$ cat config.mk
export PLATFORM = sky130hd
export DESIGN_NAME = window_filter_mc
export DESIGN_NICKNAME = d
export VERILOG_FILES = /design/src/rtl/window_filter_mc.sv
export SDC_FILE = /design/constraint.sdc
export NUM_CORES = 1
export LEC_CHECK = 0
export BUFFER_PORTS_ARGS = -buffer_cell sky130_fd_sc_hd__buf_2
export CAP_MARGIN = 15
export CORE_MARGIN = 4
export CORE_UTILIZATION = 40
export CTS_BUF_LIST = sky130_fd_sc_hd__clkbuf_8
export CTS_CLUSTER_DIAMETER = 60
export DETAILED_ROUTE_END_ITERATION = 10
export GPL_ROUTABILITY_DRIVEN = 0
export RECOVER_POWER = 50
export SLEW_MARGIN = 10
export SYNTH_ARGS = -nofsm -noshare
export SYNTH_HDL_FRONTEND = slang
export SYNTH_SLANG_ARGS = --single-unit
$ cat constraint.sdc
create_clock -name MFilt_CLK -period 13.05 [get_ports MFilt_CLK]
set_input_delay 0.6525 -clock MFilt_CLK [delete_from_list [all_inputs] [get_ports MFilt_CLK]]
set_output_delay 0.6525 -clock MFilt_CLK [all_outputs]
set_load 0.005 [all_outputs]
$ cat src/rtl/window_filter_mc.sv
// Multi-channel window filter: accumulates a WINDOW_SIZE x WINDOW_SIZE block of
// raster-order samples and produces per-channel mean, min, max or centre value.
module window_filter_mc #(
  parameter int WINDOW_SIZE = 5,
  parameter int CHANNELS    = 3,
  parameter int CH_W        = 8,
  parameter int DATA_WIDTH  = CHANNELS * CH_W
) (
  input  logic                  MFilt_CLK,
  input  logic                  MFilt_RST,
  input  logic                  MFilt_EN,
  input  logic [1:0]            MFilt_MODE,
  input  logic                  MFilt_MEMRDY,
  input  logic [DATA_WIDTH-1:0] MFilt_MEMDATA,
  output logic [DATA_WIDTH-1:0] MFilt_RES,
  output logic                  MFilt_DNE,
  output logic                  MFilt_BUSY
);

  localparam int N     = WINDOW_SIZE * WINDOW_SIZE;
  localparam int CNT_W = $clog2(N);
  localparam int SUM_W = CH_W + $clog2(N);

  localparam logic [CNT_W-1:0] LAST_IDX   = CNT_W'(N - 1);
  localparam logic [CNT_W-1:0] CENTRE_IDX = CNT_W'((N - 1) / 2);

  localparam logic [1:0] MODE_MEAN   = 2'b00;
  localparam logic [1:0] MODE_MIN    = 2'b01;
  localparam logic [1:0] MODE_MAX    = 2'b10;

  typedef enum logic [1:0] {
    IDLE = 2'b00,
    ACC  = 2'b01,
    CALC = 2'b10,
    DONE = 2'b11
  } state_t;

  state_t                               state_q, state_d;
  logic [CNT_W-1:0]                     cnt_q, cnt_d;
  logic [1:0]                           mode_q, mode_d;
  logic [CHANNELS-1:0][SUM_W-1:0]       sum_q, sum_d;
  logic [CHANNELS-1:0][CH_W-1:0]        min_q, min_d;
  logic [CHANNELS-1:0][CH_W-1:0]        max_q, max_d;
  logic [CHANNELS-1:0][CH_W-1:0]        cent_q, cent_d;
  logic [DATA_WIDTH-1:0]                res_q, res_d;
  logic [CHANNELS-1:0][CH_W-1:0]        samp;

  assign samp = MFilt_MEMDATA[CHANNELS*CH_W-1:0];

  // Divisor is a constant, so this reduces to a fixed reciprocal network.
  function automatic logic [CH_W-1:0] mean_div(input logic [SUM_W-1:0] s);
    logic [SUM_W-1:0] q;
    q = s / SUM_W'(N);
    return q[CH_W-1:0];
  endfunction

  always_ff @(posedge MFilt_CLK or posedge MFilt_RST) begin
    if (MFilt_RST) begin
      state_q <= IDLE;
      cnt_q   <= '0;
      mode_q  <= '0;
      sum_q   <= '0;
      min_q   <= '0;
      max_q   <= '0;
      cent_q  <= '0;
      res_q   <= '0;
    end else begin
      state_q <= state_d;
      cnt_q   <= cnt_d;
      mode_q  <= mode_d;
      sum_q   <= sum_d;
      min_q   <= min_d;
      max_q   <= max_d;
      cent_q  <= cent_d;
      res_q   <= res_d;
    end
  end

  always_comb begin
    state_d = state_q;
    cnt_d   = cnt_q;
    mode_d  = mode_q;
    sum_d   = sum_q;
    min_d   = min_q;
    max_d   = max_q;
    cent_d  = cent_q;
    res_d   = res_q;

    case (state_q)
      IDLE, DONE: begin
        if (MFilt_EN) begin
          state_d = ACC;
          mode_d  = MFilt_MODE;
          cnt_d   = '0;
          sum_d   = '0;
          min_d   = '1;
          max_d   = '0;
        end else begin
          state_d = IDLE;
        end
      end
      ACC: begin
        if (MFilt_MEMRDY) begin
          for (int c = 0; c < CHANNELS; c++) begin
            sum_d[c] = sum_q[c] + SUM_W'(samp[c]);
            if (samp[c] < min_q[c]) min_d[c] = samp[c];
            if (samp[c] > max_q[c]) max_d[c] = samp[c];
          end
          if (cnt_q == CENTRE_IDX) cent_d = samp;
          cnt_d = cnt_q + CNT_W'(1);
          if (cnt_q == LAST_IDX) state_d = CALC;
        end
      end
      CALC: begin
        res_d = '0;
        for (int c = 0; c < CHANNELS; c++) begin
          case (mode_q)
            MODE_MEAN: res_d[c*CH_W +: CH_W] = mean_div(sum_q[c]);
            MODE_MIN:  res_d[c*CH_W +: CH_W] = min_q[c];
            MODE_MAX:  res_d[c*CH_W +: CH_W] = max_q[c];
            default:   res_d[c*CH_W +: CH_W] = cent_q[c];
          endcase
        end
        state_d = DONE;
      end
      default: state_d = IDLE;
    endcase
  end

  assign MFilt_RES  = res_q;
  assign MFilt_DNE  = (state_q == DONE);
  assign MFilt_BUSY = (state_q != IDLE);

endmodule

[Word-level counts from Yosys, hierarchy flattened]
Cells that the tools add are included.
Storage, ports and cells
  bits in registers: 144
  input bits: 30
  output and inout bits: 26
  word-level logic and storage cells: 85
Cells by class
  add/sub/neg operators: 4
  divide/modulo/power cells: 3
  order comparisons: 6
  eq/ne operators: 16
  muxes and demuxes: 25
  reductions and logical operators: 15
Operators by type and width (number)
  24-bit two-way mux: 4
  24-bit one-hot mux with 2 select lines: 2
  39-bit two-way mux: 2
  39-bit one-hot mux with 2 select lines: 1
  8-bit one-hot mux with 3 select lines: 3
  8-bit two-way mux: 6
  13-bit by 8-bit adder with 13-bit output: 3
  13-bit by 5-bit divider with 13-bit output (second input constant): 3
  8-bit > comparator: 3
  8-bit < comparator: 3
  4-bit AND reduction: 6
  2-bit != test (second input constant): 9
  5-bit two-way mux: 2
  5-bit one-hot mux with 2 select lines: 1
  2-bit equality test (second input constant): 3
  2-bit one-hot mux with 3 select lines: 1
  3-bit AND reduction: 2
  5-bit by 1-bit adder with 5-bit output (second input constant): 1
  5-bit by 4-bit equality test with 1-bit output (second input constant): 1
  5-bit equality test (second input constant): 1
  2-bit by 1-bit equality test with 1-bit output (second input constant): 2
  2-bit zero test: 2
  2-bit two-way mux: 2
  2-bit AND reduction: 2
  other kinds (3): 4

[Logic depth before layout (Yosys ltp)]
Gate-level depths: netlist (run 1).
  depth after elaboration: 4
  mapped depth: 25
  depth with buffers taken out: 20

[Least setup slack after synthesis (run 1)]
OpenSTA, ideal clock, no wires.
  path kind: register -> register
  from: register sum_q[34] (netlist name)
  to: register res_q[16], in the netlist MFilt_RES[16]
  setup time: 0.087 ns
  arrival time: 5.262 ns
  required time: 12.963 ns
  slack: 7.701 ns
  stages on the path, launching flop included: 23
  path buffers: 3
  clock period less this slack: 5.349 ns
  cells stage by stage: dfrtp_1 > buf_4 > buf_2 > or4b_1 > nand2_1 > nand4_1 > a31o_2 > o311ai_1 > and3b_1 > mux2_2 > xor2_1 > a311o_1 > nand4_1 > or3_1 > buf_2 > o21ai_0 > xnor2_1 > ha_1 > a311o_1 > o21ba_1 > nor3b_1 > a221o_1 > o211ai_1
On the way
  word-level cells in the longest chain between the ends: 2
RTL lines
  start: declaration: line 41  | logic [CHANNELS-1:0][SUM_W-1:0] sum_q, sum_d;
  start signal: assignment: line 71  | sum_q <= sum_d;
  13-bit by 5-bit divider with 13-bit output: line 53  | q = s / SUM_W'(N);
  8-bit one-hot mux with 3 select lines: line 117  | case (mode_q)
  end signal: assignment: line 75  | res_q <= res_d;
  end: declaration: line 45  | logic [DATA_WIDTH-1:0] res_q, res_d;
Every way passes these cells.
A chain may end at the register's enable or synchronous reset.

[Worst setup path after layout (run 1)]
  from: register sum_q[35] (netlist name)
  to: register res_q[16], in the netlist MFilt_RES[16]
Same word-level chain as after synthesis.

==> results.py, run 1 <==
metrics = {
    "sta": {
        "fin_worst_skew_ps": 18.6,
        "maxSlewViolCount": 147,
        "period_minus_slack_ps": 6670,
        "timing.fmax_mhz": 150,
        "hold_viol": 0,
        "setup_tns_ps": 0,
        "setup_viol": 0,
        "post-route-period-util_pct": 51.1,
        "slew_headroom_pct": -160,
        "worst_pin_slew_ps": 3900,
        "rsz0062_at_grt": "false",
    },
    "global_routing": {
        "grt_max_degree": 75,
        "grt_usage_pct": 18.8,
        "grt_pass1_vias": 11200,
        "antenna_found_initial": 0,
        "grt-ovfl-total": 0,
        "grt_pass1_wl_microns": 56400,
    },
    "power": {
        "leakagePower_nw": 5.91,
        "powerDensity_nw_per_um2": 252,
        "ir_drop_uv": 101,
    },
    "final_layout": {
        "fill_cells": 3138,
        "final_nets": 1638,
        "diodes": 0,
        "final_common_cell": "dfrtp_1",
        "final_cells": 1972,
        "drive_gt1_share_pct": 13.1,
        "syn_to_final_growth_pct": 7.22,
        "layout_common_cells": "dfrtp_1, o21ai_0, a21oi_1",
    },
    "clocking": {
        "ctsResizeCount": 0,
        "cts_tree": "built",
        "cts.sinks": 144,
        "clockBufferDepth": 2,
        "numCtsBuffers": 17,
        "clkTransAtPathRegs_ps": 90,
        "clk_latency_ps": 470,
        "cts-hold-fix-buffers": 0,
        "cts_max_level": 4,
        "clock-root-buffer": "clkbuf_8",
        "cts_setup_buffers": 0,
    },
    "setup_path": {
        "cp-end-kind": "register",
        "path_max_fanout": 19,
        "critPathBufInv": 1,
        "crit_chain": "inv_1 -> o41ai_2 -> a31oi_2 -> o211a_1 -> a2111oi_4 -> nor3_1 -> o21a_1 -> a211o_1 -> a2111o_1 -> a31oi_1 -> o2bb2ai_1 -> nor3_1 -> o21ai_0 -> xnor2_1 -> ha_1 -> a311o_1 -> o21ba_1 -> nor3b_1 -> a221o_1 -> o211ai_1",
        "slowest_stage": "dfrtp_1",
        "crit_top_cell": "nor3_1",
        "slowest_delay_ps": 720,
        "startpoint_type": "register",
        "cp.arrival_ps": 7050,
        "crit_type": "reg2reg",
        "required_ps": 13430,
        "crit_family": "compound AO/OA/AOI/OAI gates",
    },
    "die": {
        "die_x_microns": 188,
        "core-area_sq_um": 31800,
        "ioPinCount": 56,
        "die_y_microns": 188,
        "start_util_pct": 40.8,
        "rows": 65,
        "dieArea_sq_um": 35400,
    },
    "drt": {
        "drc_errors": 0,
        "wirelength_microns": 33500,
        "highest_layer": "met4",
        "wl_met3_microns": 1100,
        "wl_met1_microns": 15900,
        "dr.pass1.iters": 5,
        "vias_per_cell": 5.90,
        "ant_nets": 0,
        "dr.first_iter.drc_count": 792,
        "dr_total_vias": 11600,
        "met2_wirelength_microns": 15900,
        "wl_per_cell_microns": 17.0,
    },
    "place": {
        "portBuffers": 55,
        "hpwl_microns": 23400,
        "dp.cells": 1939,
    },
    "logic_synthesis": {
        "synthTopCellsByArea": "dfrtp_1, ha_1, o21ai_0",
        "yosys_register_bits": 144,
        "ys_types": 105,
        "synth_top_cell_by_area": "dfrtp_1",
        "synth_flop_cell": "dfrtp_1",
        "synth_cells": 1526,
        "synth_fp_nets": 1640,
        "synth_area_sq_um": 13000,
        "ys_warn_count": 0,
        "syn_area_per_cell_sq_um": 8.51,
        "synth_edf_count": 0,
        "yosysSeqAreaShare_pct": 27.8,
        "synth_top_area_share_pct": 27.8,
        "synthArstFlopShare_pct": 100,
    },
    "flow_run": {
        "maxCapViolations": 2,
    },
    "hold_path": {
        "worstHoldPathType": "in2reg",
    },
    "status": {
        "violations": "max-capacitance violations, max-slew violations",
        "status": "finished with violations",
    },
}
-- metrics by stage --
step           total power, W  cell area, sq um  utilization, %  hold WS (ps)  setup WS, ps
5_1_grt               0.00386             13900            43.8           387          5790
6_report              0.00351             13900            43.8           393          6380
3_3_place_gp          0.00307             13500            42.5           483          6440
4_1_cts               0.00351             13900            43.8           294          6220
2_1_floorplan         0.00257             13000               -           462          7700
3_5_place_dp          0.00311             13500            42.5           490          6250
-- worst reg2reg max path: stages (launching register included) --
cell and delay, ps:
dfrtp_1 720, inv_1 180, o41ai_2 390, a31oi_2 160, o211a_1 340, a2111oi_4 580
nor3_1 90, o21a_1 260, a211o_1 290, a2111o_1 520, a31oi_1 710, o2bb2ai_1 340
nor3_1 300, o21ai_0 230, xnor2_1 210, ha_1 220, a311o_1 280, o21ba_1 180
nor3b_1 130, a221o_1 360, o211ai_1 90
-- where the power goes --
part	switching, W	internal (W)	total (W)
Combinational	0.00140	0.000972	0.00237
Sequential	0.000171	0.000581	0.000752
Clock	0.000192	0.000194	0.000386
Total	0.00176	0.00175	0.00351
-- state kept, by name (all words and copies together), names as in the netlist --
name / cells
mode_q: 2
MFilt_RES: 24
max_q: 24
min_q: 24
cnt_q: 5
state_q: 2
sum_q: 39
cent_q: 24
-- worst paths after layout --
path	from	endpoint	slack [ps]	cells past startpoint
max	sum_q[35]	MFilt_RES[16]	6380	20
min	MFilt_MODE[0]	mode_q[0]	390	3
max reg2reg	sum_q[35]	MFilt_RES[16]	6380	20
min reg2reg	cent_q[3]	cent_q[3]	510	1
max in group asynchronous	MFilt_RST	cent_q[16]	7120	3
min in group asynchronous	MFilt_RST	max_q[11]	1170	2
-- metal layers --
layer	vias up	GRT usage [%]
li1	5657	-
met1	5707	25.9
met2	232	31.8
met3	34	2.19
met4	0	4.32
met5	-	0
-- final cells by class --
cell class | instances | area (sq um) | share of cell area [%]
clock inverters | 14 | 168 | 1.20
inverters | 109 | 410 | 2.95
repair buffers | 70 | 362 | 2.60
well taps | 435 | 544 | 3.91
clock buffers | 18 | 248 | 1.78
flip-flops and latches | 144 | 3600 | 25.9
multi-input cells | 1182 | 8590 | 61.7
-- logic make-up after synthesis --
family                   Yosys count  synth area share (%)
AND/OR/NAND/NOR                  436                  17.4
AO/OA/AOI/OAI                    531                  28.0
adder cells (fa/ha/maj)           88                  8.59
buffers and inverters            200                  6.26
multiplexers                      81                  8.86
flip-flops                       144                  27.8
XOR/XNOR                          46                  3.16
-- cells in the mapped netlist (all sizes together) (20+ instances only) --
| master | n |
|---|---|
| nor3b | 27 |
| inv | 108 |
| buf | 39 |
| nor3 | 26 |
| or3 | 20 |
| nand2b | 32 |
| a21o | 22 |
| mux2 | 48 |
| dfrtp | 144 |
| nand2 | 104 |
| mux4 | 21 |
| clkbuf | 52 |
| xnor2 | 31 |
| nand3 | 60 |
| a21oi | 122 |
| nor2 | 80 |
| ha | 81 |
| o21ai | 137 |
(Power assumes the default switching activity.)
==> inputs of run 2 (changes only) <==
==> constraint.sdc (replaced) <==
create_clock -name MFilt_CLK -period 6.9 [get_ports MFilt_CLK]
set_input_delay 0.345 -clock MFilt_CLK [delete_from_list [all_inputs] [get_ports MFilt_CLK]]
set_output_delay 0.345 -clock MFilt_CLK [all_outputs]
set_load 0.005 [all_outputs]
==> run 2 against run 1 <==
  * Total power rose by 88%
  * The flow still finishes with violations (max-capacitance violations, max-slew violations)
  * Maximum frequency rose by 6.4%
  * Non-clock buffer count rose by 2
  * Via count fell by 0.64%
  * Core utilization barely moved
  * First-iteration DRC count rose by 2.0%
  * Hold slack got worse by 310 ps
  * Sequential power rose by 89%
==> results.py, run 2 (synthesis results as in run 1) <==
metrics = {
    "sta": {
        "slew_headroom_pct": -127,
        "rsz0062_at_grt": "false",
        "post-route-period-util_pct": 90.8,
        "worst_pin_slew_ps": 3380,
        "maxSlewViolCount": 147,
        "setup_tns_ps": 0,
        "fin_worst_skew_ps": 22.3,
        "period_minus_slack_ps": 6260,
        "worst_hold_slack_ps": 79.1,
        "timing.fmax_mhz": 160,
        "setup_viol": 0,
        "hold_viol": 0,
    },
    "final_layout": {
        "top_register": "sum_q",
        "layout_common_cells": "dfrtp_1, o21ai_0, a21oi_1",
        "regArea_sq_um": 3600,
        "final_common_cell": "dfrtp_1",
        "largest_register_ff_count": 39,
        "drive_gt1_share_pct": 13.3,
        "fin_area_sq_um": 13900,
        "final_cells": 1974,
        "fill_cells": 3159,
        "diodes": 0,
        "syn_to_final_growth_pct": 7.12,
        "multi_input_area_sq_um": 8580,
        "final_nets": 1640,
    },
    "hold_path": {
        "worstHoldPathType": "in2reg",
    },
    "setup_path": {
        "required_ps": 7290,
        "setup.worst_path.start": "sum_q[37]",
        "rr_startpoint": "sum_q[37]",
        "r2r_setup_slack_ps": 640,
        "path_max_fanout": 18,
        "reg2reg_to": "MFilt_RES[16]",
        "cp.arrival_ps": 6660,
        "crit_type": "reg2reg",
        "worstSetupEndpoint": "MFilt_RES[16]",
        "cp-end-kind": "register",
        "startpoint_type": "register",
        "r2r_cells": 20,
    },
    "die": {
        "start_util_pct": 40.8,
        "ioPinCount": 56,
        "die_y_microns": 188,
        "rows": 65,
        "die_x_microns": 188,
        "core-area_sq_um": 31800,
        "dieArea_sq_um": 35400,
    },
    "place": {
        "hpwl_microns": 23600,
        "portBuffers": 55,
        "placed_area_sq_um": 13500,
        "dp.cells": 1941,
    },
    "drt": {
        "drc_errors": 0,
        "wirelength_microns": 33600,
        "dr.first_iter.drc_count": 808,
        "vias_per_cell": 5.85,
        "wl_per_cell_microns": 17.0,
        "ant_nets": 0,
        "dr.pass1.iters": 5,
        "dr_total_vias": 11600,
    },
    "clocking": {
        "numCtsBuffers": 17,
        "ctsResizeCount": 0,
        "clock-root-buffer": "clkbuf_8",
        "clk_latency_ps": 480,
        "cts_max_level": 4,
        "cts.sinks": 144,
        "clockBufferDepth": 2,
        "clkTransAtPathRegs_ps": 90,
        "cts_tree": "built",
    },
    "power": {
        "finalPower_w": 0.00661,
        "powerDensity_nw_per_um2": 475,
        "ir_drop_uv": 209,
        "leakagePower_nw": 5.91,
    },
    "status": {
        "status": "finished with violations",
        "violations": "max-capacitance violations, max-slew violations",
    },
    "global_routing": {
        "grt_usage_pct": 18.8,
        "grt-ovfl-total": 0,
        "grt_pass1_vias": 11000,
        "antenna_found_initial": 0,
        "grt_pass1_wl_microns": 56000,
        "grt_max_degree": 75,
    },
    "flow_run": {
        "maxCapViolations": 2,
    },
}
## run 2: cell types whose count changed in the layout (fill, tap and decap cells not counted), sizes merged
| cell | delta |
|---|---|
| clkinvlp | +1 |
| clkbuf | -2 |
| buf | +4 |
| inv | +4 |
| dlygate4sd3 | +1 |
| clkinv | -4 |
| bufinv | -2 |
## run 2: worst min path at each step
stage	start	end	slack (ps)	depth (start not counted)
after floorplan	MFilt_MODE[0]	mode_q[0]	450	2
after global placement	cent_q[18]	cent_q[18]	480	1
after detailed placement	min_q[0]	min_q[0]	490	1
after CTS	MFilt_MODE[0]	mode_q[0]	60	3
after global routing	MFilt_MODE[0]	mode_q[0]	90	3
final	MFilt_MODE[0]	mode_q[0]	80	3
## run 2: layout make-up
| type | count | share of cell area, % |
|---|---|---|
| multi-input combinational | 1182 | 61.7 |
| clock buffer | 19 | 1.88 |
| timing repair buffer | 72 | 2.75 |
| clock inverter | 13 | 0.918 |
| tap | 435 | 3.91 |
| sequential | 144 | 25.9 |
| inverter | 109 | 2.95 |
## run 2: timing repair
action | 4_1_cts | 5_1_grt
buffers inserted | 0 | 0
endpoints found under the hold margin | 17 | 0
hold buffers | 1 | 0
## run 2: through the flow
step	utilization [%]	setup slack, ps
after CTS	43.8	661
after detailed placement	42.6	698
after global routing	43.7	24.6
final	43.7	635
after global placement	42.6	782
after floorplan	-	1550
## run 2: critical path: stages, from the launching register on
cell,delay (ps)
dfrtp_1,680
inv_1,230
o21ai_1,310
o221ai_4,220
a211oi_1,390
o2bb2ai_2,220
a211oi_1,440
nor3_1,150
o311ai_0,530
o211ai_1,290
nor3b_1,270
a21oi_1,140
or3_1,460
o21ai_0,400
xnor2_1,180
ha_1,220
a311o_1,290
o21ba_1,190
nor3b_1,130
a221o_1,360
o211ai_1,90
## run 2: layer usage
metal	vias up	GRT usage, %	part of all wire [%]
met5	-	0	0
met4	0	3.67	1.1
met3	25	2.48	3.0
met2	183	31.8	48
met1	5685	26.0	48
li1	5663	-	-
## run 2: where the power goes
group,switching [W],internal [W],total (W),leakage [nW]
combinational,0.00265,0.00184,0.00449,3.91
clock,0.000389,0.000311,0.000699,0.190
sequential,0.000321,0.00110,0.00142,1.82
==> inputs of run 3 (changes only) <==
--- a/config.mk
+++ b/config.mk
@@ -5,6 +5,7 @@
 export SDC_FILE = /design/constraint.sdc
 export NUM_CORES = 1
 export LEC_CHECK = 0
+export ABC_AREA = 1
 export BUFFER_PORTS_ARGS = -buffer_cell sky130_fd_sc_hd__buf_2
 export CAP_MARGIN = 15
 export CORE_MARGIN = 4
==> run 3 against run 2 <==
  * The run still ends with max-capacitance violations, max-slew violations left
  * Worst setup slack gained 1400 ps
  * Sequential share of layout area grew 1.9 points
  * Global-route usage grew 0.16 points
  * Maximum frequency grew 29%
  * Non-clock buffer count shrank 10
  * Design area shrank 6.7%
  * Largest power group unchanged
  * Highest routed layer unchanged
==> results.py, run 3 <==
metrics = {
    "status": {
        "status": "finished with violations",
        "violations": "max-capacitance violations, max-slew violations",
    },
    "sta": {
        "period_minus_slack_ps": 4870,
        "worst_pin_slew_ps": 4200,
        "post-route-period-util_pct": 70.6,
        "hold_viol": 0,
        "slew_headroom_pct": -181,
        "timing.fmax_mhz": 205,
        "setup_viol": 0,
        "fin_worst_skew_ps": 13.7,
        "setup_tns_ps": 0,
        "maxSlewViolCount": 93,
        "rsz0062_at_grt": "false",
    },
    "power": {
        "ir_drop_uv": 285,
        "leakagePower_nw": 6.80,
        "powerDensity_nw_per_um2": 483,
        "finalPower_w": 0.00626,
    },
    "global_routing": {
        "grt_pass1_wl_microns": 51900,
        "antenna_found_initial": 0,
        "grt_usage_pct": 19.0,
        "grt_pass1_vias": 10300,
        "grt-ovfl-total": 0,
        "grt_max_degree": 93,
    },
    "drt": {
        "ant_nets": 0,
        "wl_per_cell_microns": 14.7,
        "wirelength_microns": 31000,
        "dr.first_iter.drc_count": 578,
        "dr.pass1.iters": 5,
        "dr_total_vias": 11000,
        "drc_errors": 0,
        "vias_per_cell": 5.21,
    },
    "logic_synthesis": {
        "synth_area_sq_um": 11900,
        "synth_top_area_share_pct": 30.3,
        "synthTopCellsByCount": "nand2_1, inv_1, o21ai_0",
        "syn_area_per_cell_sq_um": 7.16,
        "synth_flop_cell": "dfrtp_1",
        "yosys_register_bits": 144,
        "yosysSeqAreaShare_pct": 30.3,
        "synthTopCellsByArea": "dfrtp_1, nand2_1, ha_1",
        "synth_cells": 1662,
        "synth_most_common_cell": "nand2_1",
        "synth_fp_nets": 1776,
        "synthArstFlopShare_pct": 100,
        "ys_types": 47,
        "synth_edf_count": 0,
        "synth_top_cell_by_area": "dfrtp_1",
        "ys_warn_count": 0,
    },
    "clocking": {
        "cts_tree": "built",
        "cts-hold-fix-buffers": 0,
        "cts.sinks": 144,
        "clock-root-buffer": "clkbuf_8",
        "cts_max_level": 4,
        "ctsResizeCount": 0,
        "cts_setup_buffers": 0,
        "numCtsBuffers": 17,
        "clk_latency_ps": 470,
        "clockBufferDepth": 2,
        "clkTransAtPathRegs_ps": 90,
    },
    "place": {
        "portBuffers": 55,
        "hpwl_microns": 22900,
        "placed_area_sq_um": 12600,
        "dp.cells": 2072,
    },
    "final_layout": {
        "diodes": 0,
        "fin_area_sq_um": 13000,
        "top_register": "sum_q",
        "final_nets": 1822,
        "largest_register_ff_count": 39,
        "final_common_cell": "nand2_1",
        "drive_gt1_share_pct": 15.2,
        "layout_common_cells": "nand2_1, inv_1, o21ai_0",
        "fin_util_pct": 44.7,
        "final_cells": 2105,
        "syn_to_final_growth_pct": 9.02,
    },
    "die": {
        "start_util_pct": 41.0,
        "rows": 62,
        "dieArea_sq_um": 32600,
        "ioPinCount": 56,
        "die_y_microns": 181,
        "die_x_microns": 181,
        "core-area_sq_um": 29000,
    },
    "flow_run": {
        "maxCapViolations": 1,
    },
    "setup_path": {
        "slowest_stage": "dfrtp_1",
        "cp.arrival_ps": 5240,
        "startpoint_type": "register",
        "crit_type": "reg2reg",
        "critPathBufInv": 2,
        "path_max_fanout": 6,
        "cp-end-kind": "register",
        "required_ps": 7270,
        "crit_family": "simple AND/OR/NAND/NOR gates",
        "slowest_delay_ps": 450,
    },
    "hold_path": {
        "worstHoldPathType": "in2reg",
    },
}
[run 3: layout make-up]
cell class,count,area (sq um)
fill,2972,16000
multi-input combinational,1224,7200
sequential,144,3600
inverter,259,973
tap,384,480
timing repair buffer,62,313
clock buffer,18,248
clock inverter,14,154
[run 3: path summary, 6_finish.rpt]
| kind | cells after the start | endpoint | start | slack, ps |
|---|---|---|---|---|
| max | 43 | MFilt_RES[16] | sum_q[35] | 2030 |
| min | 3 | mode_q[1] | MFilt_MODE[1] | 130 |
| max reg2reg | 43 | MFilt_RES[16] | sum_q[35] | 2030 |
| min reg2reg | 2 | MFilt_RES[19] | MFilt_RES[19] | 480 |
| max in group asynchronous | 3 | MFilt_RES[21] | MFilt_RST | 3700 |
| min in group asynchronous | 2 | sum_q[9] | MFilt_RST | 1120 |
[run 3: logic make-up (layout without fill, tap and decap cells)]
kind of cell / count (synthesis) / count (layout) / synth area share, %
compound gates: 337 / 337 / 16.3
xor+xnor: 5 / 5 / 0.368
fa+ha+maj: 84 / 84 / 9.02
buf+inv: 294 / 353 / 9.28
flops: 144 / 144 / 30.3
mux: 21 / 21 / 1.99
simple gates: 777 / 777 / 32.8
[run 3: worst reg2reg max path: cells and delay by family, from the launching register on]
kind                     cells  cell delay, ps
adder cells (fa/ha/maj)      1             170
buffers and inverters        2             120
flip-flops                   1             450
AND/OR/NAND/NOR             40            4010
[run 3: layer usage]
| layer | track usage, % | part of all wire [%] | vias to the layer above |
|---|---|---|---|
| met2 | 31.7 | 47 | 191 |
| met3 | 2.68 | 3.6 | 23 |
| li1 | - | - | 5655 |
| met1 | 26.4 | 48 | 5106 |
| met4 | 3.63 | 1.1 | 0 |
| met5 | 0 | 0 | - |
[run 3: where the power goes]
group	switching, W	total, W	internal [W]
registers	0.000185	0.00131	0.00112
logic	0.00285	0.00425	0.00140
clock network	0.000374	0.000710	0.000336
[run 3: per-stage QoR]
| stage | setup slack (ps) | hold WS [ps] |
|---|---|---|
| floorplan | 2690 | 454 |
| global placement | 2100 | 462 |
| detailed placement | 2030 | 468 |
| CTS | 2010 | 70.2 |
| global route | 1460 | 133 |
| finish | 2030 | 134 |
